`config.mk`:
```
export PLATFORM = sky130hd
export DESIGN_NAME = mult_div_unit
export DESIGN_NICKNAME = d
export VERILOG_FILES = /design/src/rtl/mult_div_pkg.sv /design/src/rtl/mult_div_signfix.sv /design/src/rtl/mult_div_unit.sv
export SDC_FILE = /design/constraint.sdc
export NUM_CORES = 1
export LEC_CHECK = 0
export BUFFER_PORTS_ARGS = -buffer_cell sky130_fd_sc_hd__buf_2
export CORE_ASPECT_RATIO = 0.9
export CORE_MARGIN = 5
export CORE_UTILIZATION = 45
export CTS_BUF_LIST = sky130_fd_sc_hd__clkbuf_4
export DETAILED_ROUTE_END_ITERATION = 6
export GPL_TIMING_DRIVEN = 0
export PLACE_DENSITY = 0.62
export SLEW_MARGIN = 40
export SYNTH_ARGS = -nofsm -noshare
export SYNTH_HDL_FRONTEND = slang
export SYNTH_SLANG_ARGS = --single-unit
```
`constraint.sdc`:
```
create_clock -name i_clk -period 6.29 [get_ports i_clk]
set_input_delay 0.629 -clock i_clk [delete_from_list [all_inputs] [get_ports i_clk]]
set_output_delay 0.629 -clock i_clk [all_outputs]
set_load 0.03 [all_outputs]
```
`src/rtl/mult_div_pkg.sv`:
```
// Shared definitions for the iterative multiply/divide unit: op and state
// encodings, default width and the iteration counter sizing helper.
package mult_div_pkg;

  localparam int unsigned WIDTH_DEFAULT = 32;

  typedef enum logic [1:0] {
    OP_MULT  = 2'b00,
    OP_MULTU = 2'b01,
    OP_DIV   = 2'b10,
    OP_DIVU  = 2'b11
  } op_e;

  typedef enum logic [2:0] {
    ST_IDLE,
    ST_MUL,
    ST_DIV,
    ST_FIX,
    ST_DONE
  } state_e;

  // Counter must hold the value WIDTH itself, hence the extra bit.
  function automatic int unsigned cnt_width(input int unsigned w);
    return $clog2(w) + 1;
  endfunction

  localparam int unsigned CNT_W_DEFAULT = cnt_width(WIDTH_DEFAULT);

endpackage

```
`src/rtl/mult_div_signfix.sv`:
```
// Conditional two's-complement negation: two WIDTH-bit lanes and one
// 2*WIDTH-bit lane. Used for operand magnitudes at accept and for result
// sign correction in FIX.
module mult_div_signfix
  import mult_div_pkg::*;
#(
  parameter int unsigned WIDTH = WIDTH_DEFAULT
) (
  input  logic [WIDTH-1:0]   i_a,
  input  logic               i_neg_a,
  output logic [WIDTH-1:0]   o_a,
  input  logic [WIDTH-1:0]   i_b,
  input  logic               i_neg_b,
  output logic [WIDTH-1:0]   o_b,
  input  logic [2*WIDTH-1:0] i_p,
  input  logic               i_neg_p,
  output logic [2*WIDTH-1:0] o_p
);

  // Unary minus on an unsigned vector wraps, so -2^(W-1) maps to itself.
  always_comb begin
    o_a = i_neg_a ? -i_a : i_a;
    o_b = i_neg_b ? -i_b : i_b;
    o_p = i_neg_p ? -i_p : i_p;
  end

endmodule

```
`src/rtl/mult_div_unit.sv`:
```
// Iterative radix-2 multiply/divide unit with private HI/LO registers.
// MULT/MULTU use shift-add over a 2*WIDTH accumulator, DIV/DIVU use
// restoring division; sign handling is done on magnitudes at accept and
// corrected in FIX. Optional macro MULTDIV_EARLY_TERM_EN ends a multiply as
// soon as the remaining multiplier bits are all zero.
module mult_div_unit
  import mult_div_pkg::*;
#(
  parameter int unsigned WIDTH = WIDTH_DEFAULT
) (
  input  logic             i_clk,
  input  logic             i_rst,
  input  logic             i_start,
  input  logic [1:0]       i_op,
  input  logic [WIDTH-1:0] i_src_a,
  input  logic [WIDTH-1:0] i_src_b,
  input  logic             i_advance,
  input  logic             i_mthi,
  input  logic             i_mtlo,
  input  logic [WIDTH-1:0] i_wdata,
  output logic             o_busy,
  output logic [WIDTH-1:0] o_hi,
  output logic [WIDTH-1:0] o_lo,
  output logic             o_div_zero
);

  localparam int unsigned CntW = cnt_width(WIDTH);

  state_e               r_state;
  state_e               w_state_next;
  logic [WIDTH-1:0]     r_hi;
  logic [WIDTH-1:0]     r_lo;
  logic                 r_div_zero;
  // Multiplier (shifted right each MUL step) or divisor (constant in DIV).
  logic [WIDTH-1:0]     r_b;
  // MUL: running product. DIV: {remainder, dividend/quotient}.
  logic [2*WIDTH-1:0]   r_acc;
  logic [2*WIDTH-1:0]   r_mcand;
  logic [CntW-1:0]      r_cnt;
  logic                 r_neg_ab;
  logic                 r_neg_r;
  logic                 r_is_div;

  op_e                  w_op;
  logic                 w_signed;
  logic                 w_is_div;
  logic                 w_accept;
  logic                 w_mt_ok;
  logic                 w_dz;
  logic                 w_last_iter;
  logic                 w_mul_done;
  logic                 w_busy;
  logic [WIDTH-1:0]     w_mul_b_next;
  logic [WIDTH:0]       w_trial;

  logic [WIDTH-1:0]     w_fix_a_in;
  logic                 w_fix_a_neg;
  logic [WIDTH-1:0]     w_fix_a_out;
  logic [WIDTH-1:0]     w_fix_b_in;
  logic                 w_fix_b_neg;
  logic [WIDTH-1:0]     w_fix_b_out;
  logic [2*WIDTH-1:0]   w_fix_p_out;

  assign w_op     = op_e'(i_op);
  assign w_signed = (w_op == OP_MULT) || (w_op == OP_DIV);
  assign w_is_div = (w_op == OP_DIV) || (w_op == OP_DIVU);
  assign w_accept = (r_state == ST_IDLE) && i_start;
  // MTHI/MTLO only land while the unit is quiescent and no op is issuing.
  assign w_mt_ok  = ((r_state == ST_IDLE) || (r_state == ST_DONE)) && !i_start;
  assign w_dz     = r_is_div && (r_b == '0);

  assign w_last_iter  = (r_cnt == CntW'(1));
  assign w_mul_b_next = r_b >> 1;
`ifdef MULTDIV_EARLY_TERM_EN
  assign w_mul_done   = w_last_iter || (w_mul_b_next == '0);
`else
  assign w_mul_done   = w_last_iter;
`endif

  // Trial subtract of divisor from {remainder, next dividend bit}; bit WIDTH is the borrow.
  assign w_trial = {r_acc[2*WIDTH-1:WIDTH], r_acc[WIDTH-1]} - {1'b0, r_b};

  // Share one negator: operands at accept, results in FIX.
  always_comb begin
    w_fix_a_in  = i_src_a;
    w_fix_a_neg = w_signed && i_src_a[WIDTH-1];
    w_fix_b_in  = i_src_b;
    w_fix_b_neg = w_signed && i_src_b[WIDTH-1];
    if (r_state == ST_FIX) begin
      // On divide-by-zero the dividend magnitude re-signed gives back src_a for HI.
      w_fix_a_in  = w_dz ? r_acc[WIDTH-1:0] : r_acc[2*WIDTH-1:WIDTH];
      w_fix_a_neg = r_neg_r;
      w_fix_b_in  = r_acc[WIDTH-1:0];
      w_fix_b_neg = r_neg_ab;
    end
  end

  mult_div_signfix #(
    .WIDTH (WIDTH)
  ) u_signfix (
    .i_a     (w_fix_a_in),
    .i_neg_a (w_fix_a_neg),
    .o_a     (w_fix_a_out),
    .i_b     (w_fix_b_in),
    .i_neg_b (w_fix_b_neg),
    .o_b     (w_fix_b_out),
    .i_p     (r_acc),
    .i_neg_p (r_neg_ab),
    .o_p     (w_fix_p_out)
  );

  // State register.
  always_ff @(posedge i_clk) begin
    if (i_rst) begin
      r_state <= ST_IDLE;
    end else begin
      r_state <= w_state_next;
    end
  end

  // Next-state and stall request.
  always_comb begin
    w_state_next = r_state;
    w_busy       = 1'b0;
    unique case (r_state)
      ST_IDLE: begin
        // Combinational so the issuing instruction stalls in its first EX cycle.
        w_busy = i_start;
        if (i_start) begin
          if (w_is_div) begin
            w_state_next = (i_src_b == '0) ? ST_FIX : ST_DIV;
          end else begin
`ifdef MULTDIV_EARLY_TERM_EN
            w_state_next = (i_src_b == '0) ? ST_FIX : ST_MUL;
`else
            w_state_next = ST_MUL;
`endif
          end
        end
      end
      ST_MUL: begin
        w_busy = 1'b1;
        if (w_mul_done) w_state_next = ST_FIX;
      end
      ST_DIV: begin
        w_busy = 1'b1;
        if (w_last_iter) w_state_next = ST_FIX;
      end
      ST_FIX: begin
        w_busy       = 1'b1;
        w_state_next = ST_DONE;
      end
      ST_DONE: begin
        // start is ignored here so the same instruction cannot issue twice.
        if (i_advance) w_state_next = ST_IDLE;
      end
      default: w_state_next = ST_IDLE;
    endcase
  end

  // Datapath: accept, per-cycle iteration, result write and MTHI/MTLO.
  always_ff @(posedge i_clk) begin
    if (i_rst) begin
      r_hi       <= '0;
      r_lo       <= '0;
      r_div_zero <= 1'b0;
      r_b        <= '0;
      r_acc      <= '0;
      r_mcand    <= '0;
      r_cnt      <= '0;
      r_neg_ab   <= 1'b0;
      r_neg_r    <= 1'b0;
      r_is_div   <= 1'b0;
    end else if (w_accept) begin
      r_is_div   <= w_is_div;
      r_neg_ab   <= w_signed && (i_src_a[WIDTH-1] ^ i_src_b[WIDTH-1]);
      r_neg_r    <= w_signed && i_src_a[WIDTH-1];
      r_div_zero <= 1'b0;
      r_cnt      <= CntW'(WIDTH);
      r_b        <= w_fix_b_out;
      r_mcand    <= {{WIDTH{1'b0}}, w_fix_a_out};
      r_acc      <= w_is_div ? {{WIDTH{1'b0}}, w_fix_a_out} : '0;
    end else if (r_state == ST_MUL) begin
      r_acc   <= r_acc + (r_b[0] ? r_mcand : '0);
      r_mcand <= r_mcand << 1;
      r_b     <= w_mul_b_next;
      r_cnt   <= r_cnt - CntW'(1);
    end else if (r_state == ST_DIV) begin
      if (!w_trial[WIDTH]) begin
        r_acc <= {w_trial[WIDTH-1:0], r_acc[WIDTH-2:0], 1'b1};
      end else begin
        r_acc <= {r_acc[2*WIDTH-2:0], 1'b0};
      end
      r_cnt <= r_cnt - CntW'(1);
    end else if (r_state == ST_FIX) begin
      if (w_dz) begin
        r_hi       <= w_fix_a_out;
        r_lo       <= '1;
        r_div_zero <= 1'b1;
      end else if (r_is_div) begin
        r_hi <= w_fix_a_out;
        r_lo <= w_fix_b_out;
      end else begin
        r_hi <= w_fix_p_out[2*WIDTH-1:WIDTH];
        r_lo <= w_fix_p_out[WIDTH-1:0];
      end
    end else if (w_mt_ok) begin
      if (i_mthi) r_hi <= i_wdata;
      if (i_mtlo) r_lo <= i_wdata;
    end
  end

  assign o_busy     = w_busy;
  assign o_hi       = r_hi;
  assign o_lo       = r_lo;
  assign o_div_zero = r_div_zero;

endmodule

```
==> impl_metrics.ini, run 1 <==
[cts]
h-tree-depth = 3
clock_path_buffers = 3
insertion_delay_ns = 0.91
hold_buffers = 0
root_buffer = clkbuf_4
postCtsSetupRepairBufs = 0
cts.clk_slew.worst_paths_ns = 0.06
cts_tree = done
numCtsBuffers = 70
clock-sinks = 237

[floorplan]
die_area_mm2 = 0.0502
start_util_pct = 45.4
core.rowCount = 74
core-area_mm2 = 0.0454
dieHeight_um = 213
io_pins = 170
die_w_um = 236

[sta]
fmax_ghz = 0.165
min_period_ns = 6.05
rsz0062_at_grt = no
maxSlewHeadroom_pct = 33.6
report.final.slew_viol_count = 0
setup_ws_ns = 0.244
skew_ns = 0.110
finalSetupViolCount = 0
worst-slew-pin-transition_ns = 0.996
fin_crit_sh_pct = 96.1
hold_violations = 0

[finish]
nets = 3302
regArea_mm2 = 0.00474
fill_cells = 4629
drive_gt1_share_pct = 12.8
final_cell_mix = nand2_1 (379), a21oi_1 (272), dfxtp_1 (237), nor2_1 (225), buf_2 (189)
final_common_cell = nand2_1
final_area_mm2 = 0.0233
multi_input_area_mm2 = 0.0147
synthToLayoutAreaGrowth_pct = 12.9

[synth]
syn_area_mm2 = 0.0206
syn_inst = 2855
ys_ff_latch = 237
synth_ff_type = dfxtp_1
synth_nets = 3061
synth_edf_count = 0
synth_warnings = 0
ys_seq_area_share_pct = 23.0
synth_cell_types = 92
async_flop_share_pct = 0
avgSynthCellArea_um2 = 7.22

[global_routing]
grt_pass1_vias = 22500
grt_overflow_total = 0
grt_max_degree = 20
antenna_found_initial = 5
grt_use_total_pct = 41.7
grt_pass1_wl_um = 155000

[power]
switching_share_pct = 53.7
comb_power_share_pct = 60.7
clkPwrFrac_pct = 16.7
p_leak_nw = 9.19
power_mw = 10.2
internal-power_mw = 4.70
ir_worst_vdd_mv = 0.602
p_sw_mw = 5.46
powerDensity_mw_per_mm2 = 436
p_seq_share_pct = 22.7

[hold_path]
worstHoldPathType = primary input to flop

[worst_setup_path]
critPathCaptureType = flop
critical_path_required_ns = 7.01
r2r_slack_ns = 0.24
worstPathArrival_ns = 6.76
crit-reg2reg-launch = r_state[1]
crit_path_end = o_lo[26]
worst_r2r_path_depth = 20
crit_start = r_state[1]
start_kind = flop
path_max_fanout = 19
r2r-end = o_lo[26]
critPathKind = flop to flop

[route]
vias = 24800
drt-initial-drc-count = 3481
final_antenna_net_count = 0
drc = 1
routed_wl_um = 110000
dr.pass1.iters = 7
viasPerCell = 6.59
routedWlPerCell_um = 29.4

[placed_design]
dpl.hpwl_um = 88600
place_ws_ns = -0.693
portBuffers = 168
gp_congestion = 1.06
placed_cell_area_mm2 = 0.0223

[flow_run]
maxCapViolations = 0

[outcome]
outcome = complete, but fails checks
violations = design-rule violations
[Yosys cell counts, drive strengths merged (67+ instances only)]
cell	number	share of area, %
inv	73	1.3
xnor2	131	5.6
ha	100	6.1
and2	80	2.4
xor2	78	3.3
nor2	229	4.2
a21oi	273	6.6
a22oi	67	2.4
nand2	380	6.9
dfxtp	237	23
clkbuf	181	3.3
o21ai	168	4.1
[power groups by stage]
stage	combinational, mW	sequential (mW)	clock, mW
final	6.16	2.30	1.69
after global routing	6.41	2.27	1.77
after CTS	5.85	2.23	1.69
after detailed placement	5.80	2.27	0
after global placement	5.73	2.26	0
after floorplan	3.82	2.02	0
[worst max-delay path, cell delays in order (launching register included)]
cell and delay, ns:
dfxtp_1 0.30, buf_2 0.18, nand3b_1 0.23, buf_2 0.30, clkbuf_2 0.43, buf_2 0.56, clkbuf_2 0.43, nor2_1 0.11
a21oi_2 0.37, ha_1 0.26, inv_1 0.05, a211oi_1 0.27, nand4_1 0.30, nor4_2 0.56, and3b_1 0.42, inv_1 0.11
nor2_1 0.24, nor2_1 0.08, xnor2_1 0.28, nor3_1 0.10, nor3_1 0.29
[sequential cells by signal (all words and copies together), names as in the netlist]
name,flops
r_cnt,6
o_div_zero,1
r_is_div,1
o_lo,32
r_b,32
o_hi,32
r_neg_r,1
r_state,3
r_acc,64
r_neg_ab,1
r_mcand,64
[metrics by stage]
step / utilization [%] / hold slack (ns) / instances / TNS [ns]
2_1_floorplan: - / 0.436 / 2855 / 0
3_3_place_gp: 49.0 / 0.450 / 3631 / -10.66
3_5_place_dp: 49.1 / 0.459 / 3633 / -9.96
4_1_cts: 51.2 / 0.00388 / 3755 / 0
5_1_grt: 51.3 / 0.0297 / 3758 / 0
6_report: 51.3 / 0.0575 / 3758 / 0
[how the worst min path moves through the flow]
stage | from | endpoint | cells past startpoint
finish | i_wdata[1] | o_lo[1] | 3
global placement | r_mcand[51] | r_mcand[52] | 2
CTS | i_wdata[1] | o_lo[1] | 3
floorplan | r_mcand[63] | r_mcand[63] | 2
detailed placement | r_mcand[33] | r_mcand[34] | 2
global route | i_wdata[1] | o_lo[1] | 3
[area by class of cell]
cell class | instances | area share [%]
flip-flops and latches | 237 | 20.4
multi-input cells | 2324 | 63.4
inverters | 73 | 1.18
plain buffers | 220 | 3.99
clock inverters | 22 | 0.855
diodes | 3 | 0.0323
repair buffers | 170 | 3.66
clock buffers | 101 | 3.26
well taps | 608 | 3.27
[metal layers]
metal | share of wire (%) | vias up | track usage, % | wire length [um]
li1 | - | 10900 | - | -
met1 | 40 | 11700 | 57.0 | 44700
met2 | 40 | 1805 | 60.2 | 43900
met3 | 14 | 355 | 12.2 | 15200
met4 | 6.1 | 0 | 20.7 | 6690
met5 | 0 | - | 0 | 0
[cell families (layout without fill, tap and decap cells)]
group	count (synthesis)	count (layout)	share of synthesized area (%)
AND/OR/NAND/NOR	1004	1004	23.3
buffers and inverters	294	586	5.72
other	0	3	0
XOR/XNOR	209	209	8.88
adder cells (fa/ha/maj)	102	102	6.26
flip-flops	237	237	23.0
AO/OA/AOI/OAI	940	940	29.4
multiplexers	69	69	3.39
[timing repair]
action | in CTS | in global routing
setup endpoints to repair | 22 | 13
gates resized for setup | 2 | 2
pin swaps | 0 | 0
Power figures use the tool's default switching activity.
==> run 2, diff against run 1 <==
Clock period 6.29 ns to 5.86 ns, I/O delays scaled along.
==> impl_metrics.ini, run 2 (same netlist as run 1, synthesis figures left out) <==
[power]
comb_power_share_pct = 60.8
p_leak_nw = 9.25
clkPwrFrac_pct = 16.6
ir_worst_vdd_mv = 0.640
p_sw_mw = 5.89
internal-power_mw = 5.05
powerDensity_mw_per_mm2 = 467
p_seq_share_pct = 22.6
switching_share_pct = 53.8

[finish]
drive_gt1_share_pct = 12.8
synthToLayoutAreaGrowth_pct = 13.5
final_util_pct = 51.6
multi_input_area_mm2 = 0.0148
final_common_cell = nand2_1
regArea_mm2 = 0.00474
final_cell_mix = nand2_1 (379), a21oi_1 (272), dfxtp_1 (237), nor2_1 (225), buf_2 (189)
nets = 3315
reg_top3 = r_acc x64, r_mcand x64
layout.cells.non_filler = 3770
final_area_mm2 = 0.0234
fill_cells = 4616

[floorplan]
core.rowCount = 74
core-area_mm2 = 0.0454
die_area_mm2 = 0.0502
io_pins = 170
die_w_um = 236
dieHeight_um = 213
start_util_pct = 45.4

[sta]
skew_ns = 0.122
finalSetupViolCount = 0
min_period_ns = 5.81
fmax_ghz = 0.172
setup_ws_ns = 0.0526
worst-slew-pin-transition_ns = 1.01
whs_ns = 0.0588
report.final.slew_viol_count = 0
fin_crit_sh_pct = 99.1
hold_violations = 0
rsz0062_at_grt = no
maxSlewHeadroom_pct = 32.9

[global_routing]
grt_max_degree = 20
antenna_found_initial = 5
grt_overflow_total = 0
grt_pass1_wl_um = 155000
grt_pass1_vias = 22500
grt_use_total_pct = 41.8

[route]
drc = 13
viasPerCell = 6.59
routed_wl_um = 111000
dr_wl_met2_um = 44100
wl_met1_um = 44800
routed.top_layer = met4
final_antenna_net_count = 0
vias = 24800
routedWlPerCell_um = 29.3
drt-initial-drc-count = 3575
dr.pass1.iters = 7
met3WireLength_um = 15100

[cts]
cts_tree = done
numCtsBuffers = 70
h-tree-depth = 3
clock-sinks = 237
cts.clk_slew.worst_paths_ns = 0.07
clock_path_buffers = 3
root_buffer = clkbuf_4
insertion_delay_ns = 0.90

[worst_setup_path]
critPathKind = flop to flop
critPathCaptureType = flop
cpLargestDelayFamily = compound AO/OA/AOI/OAI gates
path_max_fanout = 10
critical-path-max-stage-delay_ns = 0.70
critical_path_required_ns = 6.60
crit-reg2reg-launch = r_b[0]
cp_slowest_cell = clkbuf_1
crit_start = r_b[0]
worstPathCellList = clkbuf_1 -> clkbuf_1 -> nand2_1 -> inv_1 -> ha_1 -> a211oi_1 -> o21ai_1 -> and4_1 -> or2_2 -> a311oi_1 -> o32ai_1 -> o21ai_1 -> nor3_1 -> a21oi_1 -> nor3_1 -> a311oi_1
start_kind = flop
r2r_slack_ns = 0.05
path_buf_inv = 3
worstPathArrival_ns = 6.55

[placed_design]
gp_congestion = 1.06
dpl.hpwl_um = 88600
dp.cells = 3633
portBuffers = 168
placed_cell_area_mm2 = 0.0223
place_ws_ns = -1.12

[outcome]
violations = design-rule violations
outcome = complete, but fails checks

[hold_path]
hold_start = i_wdata[20]
worstHoldPathType = primary input to flop

[flow_run]
maxCapViolations = 0
==> run 2: cell types whose count changed in the layout (fill, tap and decap cells not counted), sizes merged <==
cell         change
diode            -1
buf              +2
dlygate4sd3     +12
clkbuf           -1
==> run 2: layout make-up <==
class | instances | area share (%)
inverter | 73 | 1.17
multi-input combinational | 2324 | 63.0
timing repair buffer | 183 | 4.18
sequential | 237 | 20.3
antenna | 2 | 0.0214
tap | 608 | 3.25
buffer | 220 | 3.98
clock buffer | 101 | 3.24
clock inverter | 22 | 0.850
==> run 2: power by group through the flow <==
stage,sequential (mW),clock (mW),combinational (mW)
2_1_floorplan,2.17,0,4.10
3_3_place_gp,2.43,0,6.15
3_5_place_dp,2.43,0,6.23
4_1_cts,2.40,1.82,6.28
5_1_grt,2.44,1.90,6.89
6_report,2.47,1.81,6.65
==> run 2: final timing paths <==
path,endpoint,cells after the start
setup / recovery,r_acc[63],16
hold reg to reg,r_mcand[42],2
setup reg to reg,r_acc[63],16
hold / removal,o_lo[20],3
==> run 2: through the flow <==
stage | TNS, ns | power (mW)
2_1_floorplan | 0 | 6.27
3_3_place_gp | -20.12 | 8.58
3_5_place_dp | -19.47 | 8.66
4_1_cts | 0 | 10.5
5_1_grt | 0 | 11.2
6_report | 0 | 10.9
==> run 2: layer usage <==
layer | global-route usage, % | vias up
met2 | 60.3 | 1830
li1 | - | 10900
met3 | 12.2 | 348
met5 | 0 | -
met1 | 57.1 | 11700
met4 | 20.7 | 0
==> run 2: tightest hold or removal path: cells and delay by family <==
family | cells | cell delay [ns]
buffers and inverters | 1 | 0.10
AO/OA/AOI/OAI | 1 | 0.07
AND/OR/NAND/NOR | 1 | 0.05
==> run 2: repair_timing <==
item / 4_1_cts / 5_1_grt
gates resized for setup: 4 / 3
hold buffers: 12 / 0
hold endpoints to repair: 14 / 0
endpoints found under the setup margin: 24 / 15
buffers inserted: 0 / 1
pin swaps: 0 / 1
